$ cat config.mk
export PLATFORM = sky130hd
export DESIGN_NAME = move_sched
export DESIGN_NICKNAME = d
export VERILOG_FILES = /design/src/rtl/game_pkg.sv /design/src/rtl/btn_cmd.sv /design/src/rtl/move_sched.sv
export SDC_FILE = /design/constraint.sdc
export NUM_CORES = 1
export LEC_CHECK = 0
export BUFFER_PORTS_ARGS = -buffer_cell sky130_fd_sc_hd__clkbuf_2
export CORE_ASPECT_RATIO = 1.1
export CORE_MARGIN = 5
export CORE_UTILIZATION = 38
export DETAILED_ROUTE_END_ITERATION = 8
export PLACE_DENSITY_LB_ADDON = 0.2
export SETUP_SLACK_MARGIN = 0.02
export SYNTH_ARGS = -nofsm -noshare
export SYNTH_HDL_FRONTEND = slang
export SYNTH_SLANG_ARGS = --single-unit
$ cat constraint.sdc
create_clock -name clk -period 4.2 [get_ports clk]
set_clock_uncertainty 0.2 [all_clocks]
set_input_delay 0.63 -clock clk [delete_from_list [all_inputs] [get_ports clk]]
set_output_delay 0.63 -clock clk [all_outputs]
set_load 0.01 [all_outputs]
$ cat src/rtl/game_pkg.sv
// rtl/game_pkg.sv - shared game types, direction indices, default video geometry and clamp helpers
package game_pkg;

   typedef enum logic {
      ST_RUN   = 1'b0,
      ST_PAUSE = 1'b1
   } state_t;

   localparam int DIR_U    = 0;
   localparam int DIR_D    = 1;
   localparam int DIR_L    = 2;
   localparam int DIR_R    = 3;
   localparam int NUM_DIRS = 4;

   localparam int DEF_H_ACTIVE = 800;
   localparam int DEF_V_ACTIVE = 600;
   localparam int DEF_BOX_SIZE = 32;

   // Hold counter width; covers HOLD_FRAMES up to 31.
   localparam int CNT_W = 5;

   // Subtract with a floor at zero, so the sprite never wraps past the top/left edge.
   function automatic logic [11:0] clamp_dec(input logic [11:0] v, input logic [11:0] step);
      return (v < step) ? 12'd0 : (v - step);
   endfunction

   // Add with a ceiling, so the sprite never leaves the visible area bottom/right.
   function automatic logic [11:0] clamp_inc(input logic [11:0] v, input logic [11:0] step,
                                             input logic [11:0] lim);
      logic [11:0] sum;
      sum = v + step;
      return (sum > lim) ? lim : sum;
   endfunction

endpackage

$ cat src/rtl/btn_cmd.sv
// rtl/btn_cmd.sv - per-button edge capture, hold auto-repeat and per-frame command
module btn_cmd
   import game_pkg::*;
#(
   parameter int HOLD_FRAMES = 16
) (
   input  logic clk,
   input  logic reset,
   input  logic level,
   input  logic tick,
   output logic cmd
);

   localparam logic [CNT_W-1:0] C_HOLD = CNT_W'(HOLD_FRAMES);

   logic             r_hist;
   logic             r_pend;
   logic [CNT_W-1:0] r_cnt;
   logic             w_rise;

   // History clears to 0 so a level already high at reset release reads as a press.
   assign w_rise = level & ~r_hist;

   // The command seen at a tick uses the counter value before this tick's increment.
   assign cmd = r_pend | (level & (r_cnt == C_HOLD));

   // Edge history register.
   always_ff @(posedge clk or posedge reset) begin
      if (reset) r_hist <= 1'b0;
      else       r_hist <= level;
   end

   // Pending press: a fresh edge wins over the tick's clear and survives to the next tick.
   always_ff @(posedge clk or posedge reset) begin
      if (reset)       r_pend <= 1'b0;
      else if (w_rise) r_pend <= 1'b1;
      else if (tick)   r_pend <= 1'b0;
   end

   // Saturating count of consecutive frames the level was high at a tick.
   always_ff @(posedge clk or posedge reset) begin
      if (reset) begin
         r_cnt <= '0;
      end else if (tick) begin
         if (!level)             r_cnt <= '0;
         else if (r_cnt != C_HOLD) r_cnt <= r_cnt + 1'b1;
      end
   end

endmodule

$ cat src/rtl/move_sched.sv
// rtl/move_sched.sv - frame-synchronous move scheduler and RUN/PAUSE sequencer for the sprite
module move_sched
   import game_pkg::*;
#(
   parameter int H_ACTIVE    = DEF_H_ACTIVE,
   parameter int V_ACTIVE    = DEF_V_ACTIVE,
   parameter int BOX_SIZE    = DEF_BOX_SIZE,
   parameter int STEP        = 4,
   parameter int START_X     = 384,
   parameter int START_Y     = 284,
   parameter int HOLD_FRAMES = 16
) (
   input  logic        clk,
   input  logic        reset,
   input  logic [10:0] x,
   input  logic [10:0] y,
   input  logic        btn_u,
   input  logic        btn_d,
   input  logic        btn_l,
   input  logic        btn_r,
   output logic [10:0] box_x,
   output logic [10:0] box_y,
   output logic        frame_tick,
   output logic        paused,
   output logic        moved
);

   localparam logic [10:0] C_H_ACT = 11'(H_ACTIVE);
   localparam logic [10:0] C_V_ACT = 11'(V_ACTIVE);
   localparam logic [11:0] C_STEP  = 12'(STEP);
   localparam logic [11:0] C_X_MAX = 12'(H_ACTIVE - BOX_SIZE);
   localparam logic [11:0] C_Y_MAX = 12'(V_ACTIVE - BOX_SIZE);
   localparam logic [10:0] C_X0    = 11'(START_X);
   localparam logic [10:0] C_Y0    = 11'(START_Y);

   logic                w_eob;
   logic                r_eob_d;
   logic                r_tick;
   logic [NUM_DIRS-1:0] w_lvl;
   logic [NUM_DIRS-1:0] w_cmd;
   logic                w_toggle;
   logic                w_apply;
   state_t              r_state;
   state_t              w_state_nxt;
   logic [10:0]         r_box_x;
   logic [10:0]         r_box_y;
   logic                r_moved;
   logic [10:0]         w_x_nxt;
   logic [10:0]         w_y_nxt;

   assign w_eob = (x == C_H_ACT) && (y == C_V_ACT);

   assign w_lvl[DIR_U] = btn_u;
   assign w_lvl[DIR_D] = btn_d;
   assign w_lvl[DIR_L] = btn_l;
   assign w_lvl[DIR_R] = btn_r;

   for (genvar g = 0; g < NUM_DIRS; g++) begin : g_btn
      btn_cmd #(
         .HOLD_FRAMES(HOLD_FRAMES)
      ) u_btn_cmd (
         .clk  (clk),
         .reset(reset),
         .level(w_lvl[g]),
         .tick (r_tick),
         .cmd  (w_cmd[g])
      );
   end

   // Left and right together is the pause toggle, never a horizontal move.
   assign w_toggle = w_cmd[DIR_L] & w_cmd[DIR_R];

   // Registered rising edge of end-of-active: one pulse per frame however long eob holds.
   always_ff @(posedge clk or posedge reset) begin
      if (reset) begin
         r_eob_d <= 1'b0;
         r_tick  <= 1'b0;
      end else begin
         r_eob_d <= w_eob;
         r_tick  <= w_eob & ~r_eob_d;
      end
   end

   // Game state register.
   always_ff @(posedge clk or posedge reset) begin
      if (reset) r_state <= ST_RUN;
      else       r_state <= w_state_nxt;
   end

   // Next state: only a tick carrying the L+R toggle flips RUN/PAUSE.
   always_comb begin
      w_state_nxt = r_state;
      if (r_tick && w_toggle)
         w_state_nxt = (r_state == ST_RUN) ? ST_PAUSE : ST_RUN;
   end

   // Outputs: decide whether this tick moves the sprite and compute clamped targets.
   always_comb begin
      w_apply = r_tick && (r_state == ST_RUN) && !w_toggle;
      w_x_nxt = r_box_x;
      w_y_nxt = r_box_y;
      if (w_cmd[DIR_L])
         w_x_nxt = 11'(clamp_dec({1'b0, r_box_x}, C_STEP));
      else if (w_cmd[DIR_R])
         w_x_nxt = 11'(clamp_inc({1'b0, r_box_x}, C_STEP, C_X_MAX));
      if (w_cmd[DIR_U] && !w_cmd[DIR_D])
         w_y_nxt = 11'(clamp_dec({1'b0, r_box_y}, C_STEP));
      else if (w_cmd[DIR_D] && !w_cmd[DIR_U])
         w_y_nxt = 11'(clamp_inc({1'b0, r_box_y}, C_STEP, C_Y_MAX));
   end

   // Position and moved flag change only at a tick, i.e. at the start of vertical blanking.
   always_ff @(posedge clk or posedge reset) begin
      if (reset) begin
         r_box_x <= C_X0;
         r_box_y <= C_Y0;
         r_moved <= 1'b0;
      end else if (w_apply) begin
         r_box_x <= w_x_nxt;
         r_box_y <= w_y_nxt;
         r_moved <= (w_x_nxt != r_box_x) || (w_y_nxt != r_box_y);
      end else if (r_tick) begin
         r_moved <= 1'b0;
      end
   end

   assign box_x      = r_box_x;
   assign box_y      = r_box_y;
   assign moved      = r_moved;
   assign frame_tick = r_tick;
   assign paused     = (r_state == ST_PAUSE);

endmodule

==> metrics.txt, run 1 <==
# TYPE chip_impl_metric gauge
chip_impl_metric{name="hold-path-cell-count",unit=""} 1
chip_impl_metric{name="sequential_fraction_of_the_synthesis_area",unit="%"} 33.7
chip_impl_metric{name="multi_input_comb_area",unit="µm²"} 2410
chip_impl_metric{name="fp-row-count",unit=""} 39
chip_impl_metric{name="clk_pin_slew_worst_paths",unit="ns"} 0.08
chip_impl_metric{name="finalWorstPathRequiredPeriod",unit="ns"} 3.24
chip_impl_metric{name="synth-compound-area-share",unit="%"} 25.3
chip_impl_metric{name="area_of_the_die",unit="µm²"} 12800
chip_impl_info{name="synth_top_family_by_area",value="simple AND/OR/NAND/NOR gates"} 1
chip_impl_info{name="synth_common_cells",value="54 x sky130_fd_sc_hd__nand2_1, 48 x sky130_fd_sc_hd__dfrtp_1, 44 x sky130_fd_sc_hd__nor2_1"} 1
chip_impl_metric{name="drt_pass1_iterations",unit=""} 5
chip_impl_metric{name="portBuffers",unit=""} 52
chip_impl_metric{name="via_per_inst",unit=""} 5.87
chip_impl_metric{name="p_leak",unit="µW"} 0.00188
chip_impl_info{name="cts_tree",value="built"} 1
chip_impl_metric{name="cts_made_buffers",unit=""} 5
chip_impl_metric{name="async_flop_share",unit="%"} 100
chip_impl_metric{name="layout-drive-gt1-share",unit="%"} 17.3
chip_impl_metric{name="worst-endpoint-arrival",unit="ns"} 3.26
chip_impl_metric{name="holdWs",unit="ns"} 0.214
chip_impl_metric{name="synthAdderAreaFrac",unit="%"} 4.35
chip_impl_metric{name="syn_area_per_cell",unit="µm²"} 8.03
chip_impl_info{name="critPathKind",value="reg -> reg"} 1
chip_impl_metric{name="first_global_vias",unit=""} 3871
chip_impl_metric{name="area.sequential",unit="µm²"} 1360
chip_impl_metric{name="grt_antenna_before_repair",unit=""} 0
chip_impl_metric{name="diodes",unit=""} 0
chip_impl_metric{name="die-height",unit="µm"} 118
chip_impl_metric{name="fp.coreArea",unit="µm²"} 10400
chip_impl_info{name="critPathCaptureType",value="flop"} 1
chip_impl_metric{name="globalRouteOverflowTotal",unit=""} 0
chip_impl_info{name="worst_hold_path_type",value="reg -> reg"} 1
chip_impl_metric{name="finalHoldViolCount",unit=""} 0
chip_impl_info{name="clock_tree.root_cell",value="sky130_fd_sc_hd__clkbuf_16"} 1
chip_impl_metric{name="synth-edff-count",unit=""} 0
chip_impl_metric{name="max_cap_violations",unit=""} 0
chip_impl_metric{name="setup-violations-final",unit=""} 0
chip_impl_info{name="synth_top_cells_by_area",value="sky130_fd_sc_hd__dfrtp_1 30%, sky130_fd_sc_hd__o21ai_0 5.3%, sky130_fd_sc_hd__nand2_1 5.0%"} 1
chip_impl_info{name="dominantRegCellSynth",value="sky130_fd_sc_hd__dfrtp_1"} 1
chip_impl_metric{name="synth.top_cell.area_share",unit="%"} 29.8
chip_impl_metric{name="power-per-cell-area",unit="nW/µm²"} 218
chip_impl_metric{name="htreeDepth",unit=""} 2
chip_impl_metric{name="slew_violations",unit=""} 0
chip_impl_metric{name="ant_nets",unit=""} 0
chip_impl_metric{name="clock_insertion_delay_worst_skew",unit="ns"} 0.30
chip_impl_info{name="cp-start-kind",value="flop"} 1
chip_impl_metric{name="ioPinCount",unit=""} 53
chip_impl_metric{name="postCtsSetupBuffers",unit=""} 0
chip_impl_info{name="yosys.cell_count.top_type",value="sky130_fd_sc_hd__nand2_1"} 1
chip_impl_metric{name="ctsResizeCount",unit=""} 0
chip_impl_info{name="timing.critical_path.mode_cell",value="sky130_fd_sc_hd__inv_1"} 1
chip_impl_metric{name="cts_hold_buffers",unit=""} 0
chip_impl_info{name="worstReg2RegStart",value="box_y[3]"} 1
chip_impl_metric{name="cts_max_path_buffers",unit=""} 2
chip_impl_metric{name="routed_wl",unit="µm"} 10900
chip_impl_metric{name="worst-slew-pin-transition",unit="ns"} 0.763
chip_impl_info{name="yosys.area.top_type",value="sky130_fd_sc_hd__dfrtp_1"} 1
chip_impl_metric{name="initial_core_util",unit="%"} 38.8
chip_impl_metric{name="grt_max_degree",unit=""} 36
chip_impl_metric{name="drt_first_iter_violations",unit=""} 260
chip_impl_metric{name="synth_area_in_xor_xnor",unit="%"} 1.74
chip_impl_metric{name="totalPowerFinal",unit="µW"} 984
chip_impl_info{name="run_status",value="finished clean"} 1
chip_impl_metric{name="path_max_fanout",unit=""} 12
chip_impl_metric{name="synth_nets",unit=""} 544
chip_impl_metric{name="depth_of_the_most_critical_reg_to_reg_path",unit=""} 9
chip_impl_metric{name="yosys_warnings",unit=""} 0
chip_impl_metric{name="postSynthRegisterBits",unit=""} 54
chip_impl_metric{name="chipWidth",unit="µm"} 108
chip_impl_metric{name="grt_usage",unit="%"} 17.8
chip_impl_metric{name="detail_route.wl_per_cell",unit="µm"} 16.1
chip_impl_metric{name="maxSlewHeadroom",unit="%"} 49.0
chip_impl_metric{name="post_synth_mux_area_share",unit="%"} 2.17
chip_impl_metric{name="netlist_area",unit="µm²"} 4030
chip_impl_metric{name="routed-via-count",unit=""} 3966
chip_impl_info{name="critical_path_top_delay_cell",value="sky130_fd_sc_hd__dfstp_2"} 1
chip_impl_metric{name="ys_types",unit=""} 76
chip_impl_info{name="unrepaired_setup_endpoints_after_global_routing",value="no"} 1
chip_impl_metric{name="place_congestion",unit=""} 0.944
chip_impl_metric{name="peakVddDrop",unit="mV"} 0.163
chip_impl_metric{name="finalSetupTns",unit="ns"} 0
chip_impl_metric{name="timing.fmax",unit="GHz"} 0.309
chip_impl_metric{name="crit_required",unit="ns"} 4.22
chip_impl_info{name="worstHoldEndpoint",value="frame_tick"} 1
chip_impl_metric{name="numPlacedInstances",unit=""} 668
chip_impl_metric{name="syn_to_final_growth",unit="%"} 11.9
chip_impl_metric{name="post_layout_nonfiller_instances",unit=""} 676
chip_impl_info{name="sequence_of_cells_on_the_critical_path",value="inv_1, ha_1, inv_1, o311ai_0, a32oi_1, o21ai_2, a22oi_2, mux2_2, a41oi_1"} 1
chip_impl_metric{name="worst-r2r-setup-slack",unit="ns"} 0.96
chip_impl_metric{name="slowest_delay",unit="ns"} 0.68
chip_impl_metric{name="drcViolationCount",unit=""} 0
chip_impl_metric{name="synthSimpleGateAreaFrac",unit="%"} 26.2
chip_impl_metric{name="num-nets-final",unit=""} 574
chip_impl_metric{name="filler_cell_count",unit=""} 1037
chip_impl_metric{name="final_min_period_over_clock_period",unit="%"} 77.2
chip_impl_metric{name="grt_pass1_wl",unit="µm"} 18900
chip_impl_info{name="timing.rr.end",value="moved"} 1
chip_impl_info{name="hold_path_startpoint",value="r_eob_d"} 1
chip_impl_metric{name="dp_hpwl",unit="µm"} 7860
chip_impl_metric{name="cts.sink_count",unit=""} 54
chip_impl_metric{name="postSynthCellCount",unit=""} 502
-- cell families (layout without fill, tap and decap cells) --
kind of cell,count (synthesis),after routing
muxes,8,8
DFF,54,54
adders and majority gates,14,14
AOI/OAI and AO/OA,147,147
and+or+nand+nor,206,206
buffers and inverters,65,96
xor gates and xnor gates,8,8
-- through the flow --
stage	utilization [%]	cell area (µm²)	setup WS [ns]
after floorplan	-	4030	1.25
after global placement	41.9	4360	1.08
after detailed placement	41.9	4360	1.00
after CTS	43.4	4510	0.970
after global routing	43.4	4510	0.671
final	43.4	4510	0.959
-- where the power goes --
| part | internal, µW | switching, µW |
|---|---|---|
| clock network | 225 | 204 |
| logic | 12.5 | 20.4 |
| registers | 522 | 0.458 |
| total | 759 | 225 |
-- flip-flops by register name (all words and copies together) (netlist names) --
register	cells
frame_tick	1
paused	1
g_btn.u_btn_cmd.r_hist	4
r_eob_d	1
moved	1
g_btn.u_btn_cmd.r_pend	4
box_y	11
box_x	11
g_btn.u_btn_cmd.r_cnt	20
-- how the worst max path moves through the flow --
stage / endpoint / cells after the start / from
finish: moved / 9 / box_y[3]
global route: box_y[6] / 10 / box_y[3]
CTS: moved / 9 / box_y[3]
detailed placement: moved / 9 / box_y[3]
global placement: moved / 8 / box_y[3]
floorplan: moved / 10 / box_y[3]
-- critical path: cells and delay by family (launching register included) --
kind            cells  cell delay (ns)
compound gates      5             1.34
flops               1             0.68
fa+ha+maj           1             0.37
mux                 1             0.33
buf+inv             2             0.24
-- cell type report --
class	count	share of cell area [%]
clock buffers	5	2.78
repair buffers	56	6.44
multi-input cells	383	53.5
inverters	32	2.66
clock inverters	3	0.555
flip-flops and latches	54	30.1
well taps	143	3.97
-- routing by layer --
| metal | GRT usage (%) | wire [µm] |
|---|---|---|
| met5 | 0 | 0 |
| met3 | 2.85 | 751 |
| met4 | 7.18 | 307 |
| met2 | 26.7 | 4830 |
| met1 | 25.4 | 4980 |
-- placed cells by master, fill, tap and decap left out, types with 12 or more instances in the layout --
master	n
sky130_fd_sc_hd__nor3_1	15
sky130_fd_sc_hd__clkbuf_2	52
sky130_fd_sc_hd__nand3_1	33
sky130_fd_sc_hd__a21oi_1	22
sky130_fd_sc_hd__o31ai_1	12
sky130_fd_sc_hd__nand2_1	54
sky130_fd_sc_hd__ha_1	14
sky130_fd_sc_hd__dfrtp_1	48
sky130_fd_sc_hd__nor2_1	44
sky130_fd_sc_hd__o21ai_0	43
sky130_fd_sc_hd__inv_1	31
Note: power is estimated with default switching activity, not from simulation.
==> inputs of run 2 (changes only) <==
==> constraint.sdc (replaced) <==
create_clock -name clk -period 2.6 [get_ports clk]
set_clock_uncertainty 0.2 [all_clocks]
set_input_delay 0.39 -clock clk [delete_from_list [all_inputs] [get_ports clk]]
set_output_delay 0.39 -clock clk [all_outputs]
set_load 0.01 [all_outputs]
==> run 2 against run 1 <==
  * The flow now finishes with violations (negative setup slack)
  * Power up 63%
  * Largest power group unchanged
  * Sequential share of layout area fell by 5.6 points
  * Via count up 8.7%
==> metrics.txt, run 2 (same netlist as run 1, synthesis figures left out) <==
# TYPE chip_impl_metric gauge
chip_impl_info{name="run_status",value="complete, but fails checks"} 1
chip_impl_info{name="violations",value="negative setup slack"} 1
chip_impl_metric{name="path_max_fanout",unit=""} 4
chip_impl_metric{name="filler_cell_count",unit=""} 982
chip_impl_metric{name="power-per-cell-area",unit="nW/µm²"} 289
chip_impl_metric{name="grt_antenna_before_repair",unit=""} 0
chip_impl_metric{name="die-height",unit="µm"} 118
chip_impl_metric{name="timing.critical_path.buf_inv",unit=""} 4
chip_impl_info{name="critPathKind",value="reg -> reg"} 1
chip_impl_metric{name="syn_to_final_growth",unit="%"} 37.5
chip_impl_metric{name="drt_first_iter_violations",unit=""} 197
chip_impl_metric{name="setup_ws",unit="ns"} -0.0485
chip_impl_metric{name="via_per_inst",unit=""} 5.56
chip_impl_metric{name="area.sequential",unit="µm²"} 1360
chip_impl_info{name="critPathCaptureType",value="flop"} 1
chip_impl_metric{name="max_cap_violations",unit=""} 0
chip_impl_metric{name="grt_usage",unit="%"} 19.3
chip_impl_metric{name="cts_max_path_buffers",unit=""} 2
chip_impl_metric{name="place_congestion",unit=""} 0.931
chip_impl_metric{name="maxSlewHeadroom",unit="%"} 65.2
chip_impl_metric{name="totalPowerFinal",unit="µW"} 1600
chip_impl_metric{name="htreeDepth",unit=""} 2
chip_impl_metric{name="clock_insertion_delay_worst_skew",unit="ns"} 0.30
chip_impl_info{name="largest-register",value="g_btn.u_btn_cmd.r_cnt"} 1
chip_impl_info{name="cp-start-kind",value="flop"} 1
chip_impl_info{name="final_common_cell",value="sky130_fd_sc_hd__buf_4"} 1
chip_impl_metric{name="worst-slew-pin-transition",unit="ns"} 0.515
chip_impl_metric{name="drt_pass1_iterations",unit=""} 5
chip_impl_metric{name="peakVddDrop",unit="mV"} 0.253
chip_impl_metric{name="largest_register_ffs",unit=""} 20
chip_impl_info{name="clock_tree.root_cell",value="sky130_fd_sc_hd__clkbuf_16"} 1
chip_impl_info{name="sequence_of_cells_on_the_critical_path",value="inv_4, buf_6, ha_4, inv_4, o41ai_2, a32oi_1, o21ai_2, buf_6, a31oi_1, nor3_2, a41oi_2"} 1
chip_impl_metric{name="finalHoldViolCount",unit=""} 0
chip_impl_metric{name="diodes",unit=""} 0
chip_impl_metric{name="routed_wl",unit="µm"} 12300
chip_impl_metric{name="area_of_the_die",unit="µm²"} 12800
chip_impl_metric{name="p_leak",unit="µW"} 0.00243
chip_impl_metric{name="crit_required",unit="ns"} 2.57
chip_impl_metric{name="layout.core_utilization",unit="%"} 53.3
chip_impl_metric{name="detail_route.wl_per_cell",unit="µm"} 15.9
chip_impl_metric{name="grt_max_degree",unit=""} 25
chip_impl_metric{name="portBuffers",unit=""} 52
chip_impl_metric{name="worst-endpoint-arrival",unit="ns"} 2.62
chip_impl_info{name="worst_hold_path_type",value="in -> reg"} 1
chip_impl_metric{name="timing.fmax",unit="GHz"} 0.378
chip_impl_metric{name="globalRouteOverflowTotal",unit=""} 0
chip_impl_metric{name="multi_input_comb_area",unit="µm²"} 2640
chip_impl_metric{name="grt_pass1_wl",unit="µm"} 20300
chip_impl_metric{name="finalWorstPathRequiredPeriod",unit="ns"} 2.65
chip_impl_metric{name="final_min_period_over_clock_period",unit="%"} 102
chip_impl_metric{name="fp.coreArea",unit="µm²"} 10400
chip_impl_metric{name="routed-via-count",unit=""} 4312
chip_impl_metric{name="initial_core_util",unit="%"} 38.8
chip_impl_info{name="critical_path_top_delay_cell",value="sky130_fd_sc_hd__dfstp_2"} 1
chip_impl_metric{name="setup-violations-final",unit=""} 5
chip_impl_info{name="cts_tree",value="built"} 1
chip_impl_metric{name="fp-row-count",unit=""} 39
chip_impl_metric{name="first_global_vias",unit=""} 4197
chip_impl_info{name="cpLargestDelayFamily",value="compound AO/OA/AOI/OAI gates"} 1
chip_impl_metric{name="ioPinCount",unit=""} 53
chip_impl_metric{name="dp_hpwl",unit="µm"} 9210
chip_impl_metric{name="chipWidth",unit="µm"} 108
chip_impl_metric{name="clk_pin_slew_worst_paths",unit="ns"} 0.08
chip_impl_metric{name="ant_nets",unit=""} 0
chip_impl_metric{name="cts.sink_count",unit=""} 54
chip_impl_metric{name="num-nets-final",unit=""} 674
chip_impl_info{name="final_cell_mix",value="95 x sky130_fd_sc_hd__buf_4, 54 x sky130_fd_sc_hd__nand2_1, 52 x sky130_fd_sc_hd__clkbuf_2"} 1
chip_impl_metric{name="drcViolationCount",unit=""} 0
chip_impl_metric{name="slew_violations",unit=""} 0
chip_impl_metric{name="cts_made_buffers",unit=""} 5
chip_impl_info{name="unrepaired_setup_endpoints_after_global_routing",value="yes"} 1
chip_impl_metric{name="layout-drive-gt1-share",unit="%"} 35.4
chip_impl_metric{name="slowest_delay",unit="ns"} 0.62
-- run 2: cell count changes in the layout (fill, tap and decap cells not counted), moves of 3 or more --
| cell | delta |
|---|---|
| sky130_fd_sc_hd__inv_4 | +3 |
| sky130_fd_sc_hd__o21ai_1 | +7 |
| sky130_fd_sc_hd__inv_1 | -3 |
| sky130_fd_sc_hd__buf_6 | +7 |
| sky130_fd_sc_hd__buf_4 | +91 |
| sky130_fd_sc_hd__ha_1 | -3 |
| sky130_fd_sc_hd__ha_4 | +3 |
| sky130_fd_sc_hd__o21ai_0 | -8 |
-- run 2: final cells by class --
cell class                      count  share of cell area, %
Clock buffer                        6                   2.33
Clock inverter                      2                  0.316
Inverter                           32                   2.30
Multi-Input combinational cell    383                   47.7
Sequential cell                    54                   24.6
Tap cell                          143                   3.23
Timing Repair Buffer              156                   19.5
-- run 2: worst min-delay path, cell delays in order --
cell and delay (ns):
sky130_fd_sc_hd__clkbuf_2 0.08, sky130_fd_sc_hd__nand3_1 0.07, sky130_fd_sc_hd__nor2_1 0.05
-- run 2: report_power, final --
part / leakage, µW / total, µW / switching, µW / internal [µW]
Combinational: 0.00169 / 61.2 / 35.0 / 26.2
Sequential: 0.000670 / 843 / 0.794 / 843
Clock: 0.0000714 / 695 / 331 / 364
-- run 2: metal layers --
layer | up-vias | share of wire [%] | global-route usage, %
li1 | 2114 | - | -
met5 | - | 0 | 0
met4 | 0 | 1.8 | 5.45
met3 | 17 | 5.8 | 3.18
met2 | 133 | 46 | 31.0
met1 | 2048 | 46 | 26.7
-- run 2: what timing repair did --
action | in CTS | in global routing
endpoints found under the setup margin | 11 | 15
hold endpoints to repair | 20 | 0
setup buffers | 3 | 6
pin swaps | 5 | 23
gates resized for setup | 8 | 44
hold buffers | 1 | 0
-- run 2: path summary, 6_finish.rpt --
path | depth (start not counted) | start | slack (ns) | end
min in group asynchronous | 3 | reset | 0.47 | g_btn[0].u_btn_cmd.r_cnt[2]
max in group asynchronous | 4 | reset | 1.03 | box_x[7]
worst min-delay path | 3 | x[5] | 0.13 | r_eob_d
worst max-delay path | 11 | box_y[3] | -0.05 | moved
worst min register to register | 1 | r_eob_d | 0.22 | frame_tick
worst max register to register | 11 | box_y[3] | -0.05 | moved
-- run 2: stage by stage --
stage	area [µm²]	hold slack [ns]	setup TNS, ns	std cells	setup WS (ns)
after floorplan	4080	0.186	-0.0740	502	-0.0740
after global placement	5100	0.202	-0.125	760	-0.125
after detailed placement	5100	0.212	-0.158	760	-0.108
after CTS	5320	0.117	-0.159	772	-0.0579
after global routing	5540	0.168	-0.755	776	-0.155
final	5540	0.128	-0.138	776	-0.0485
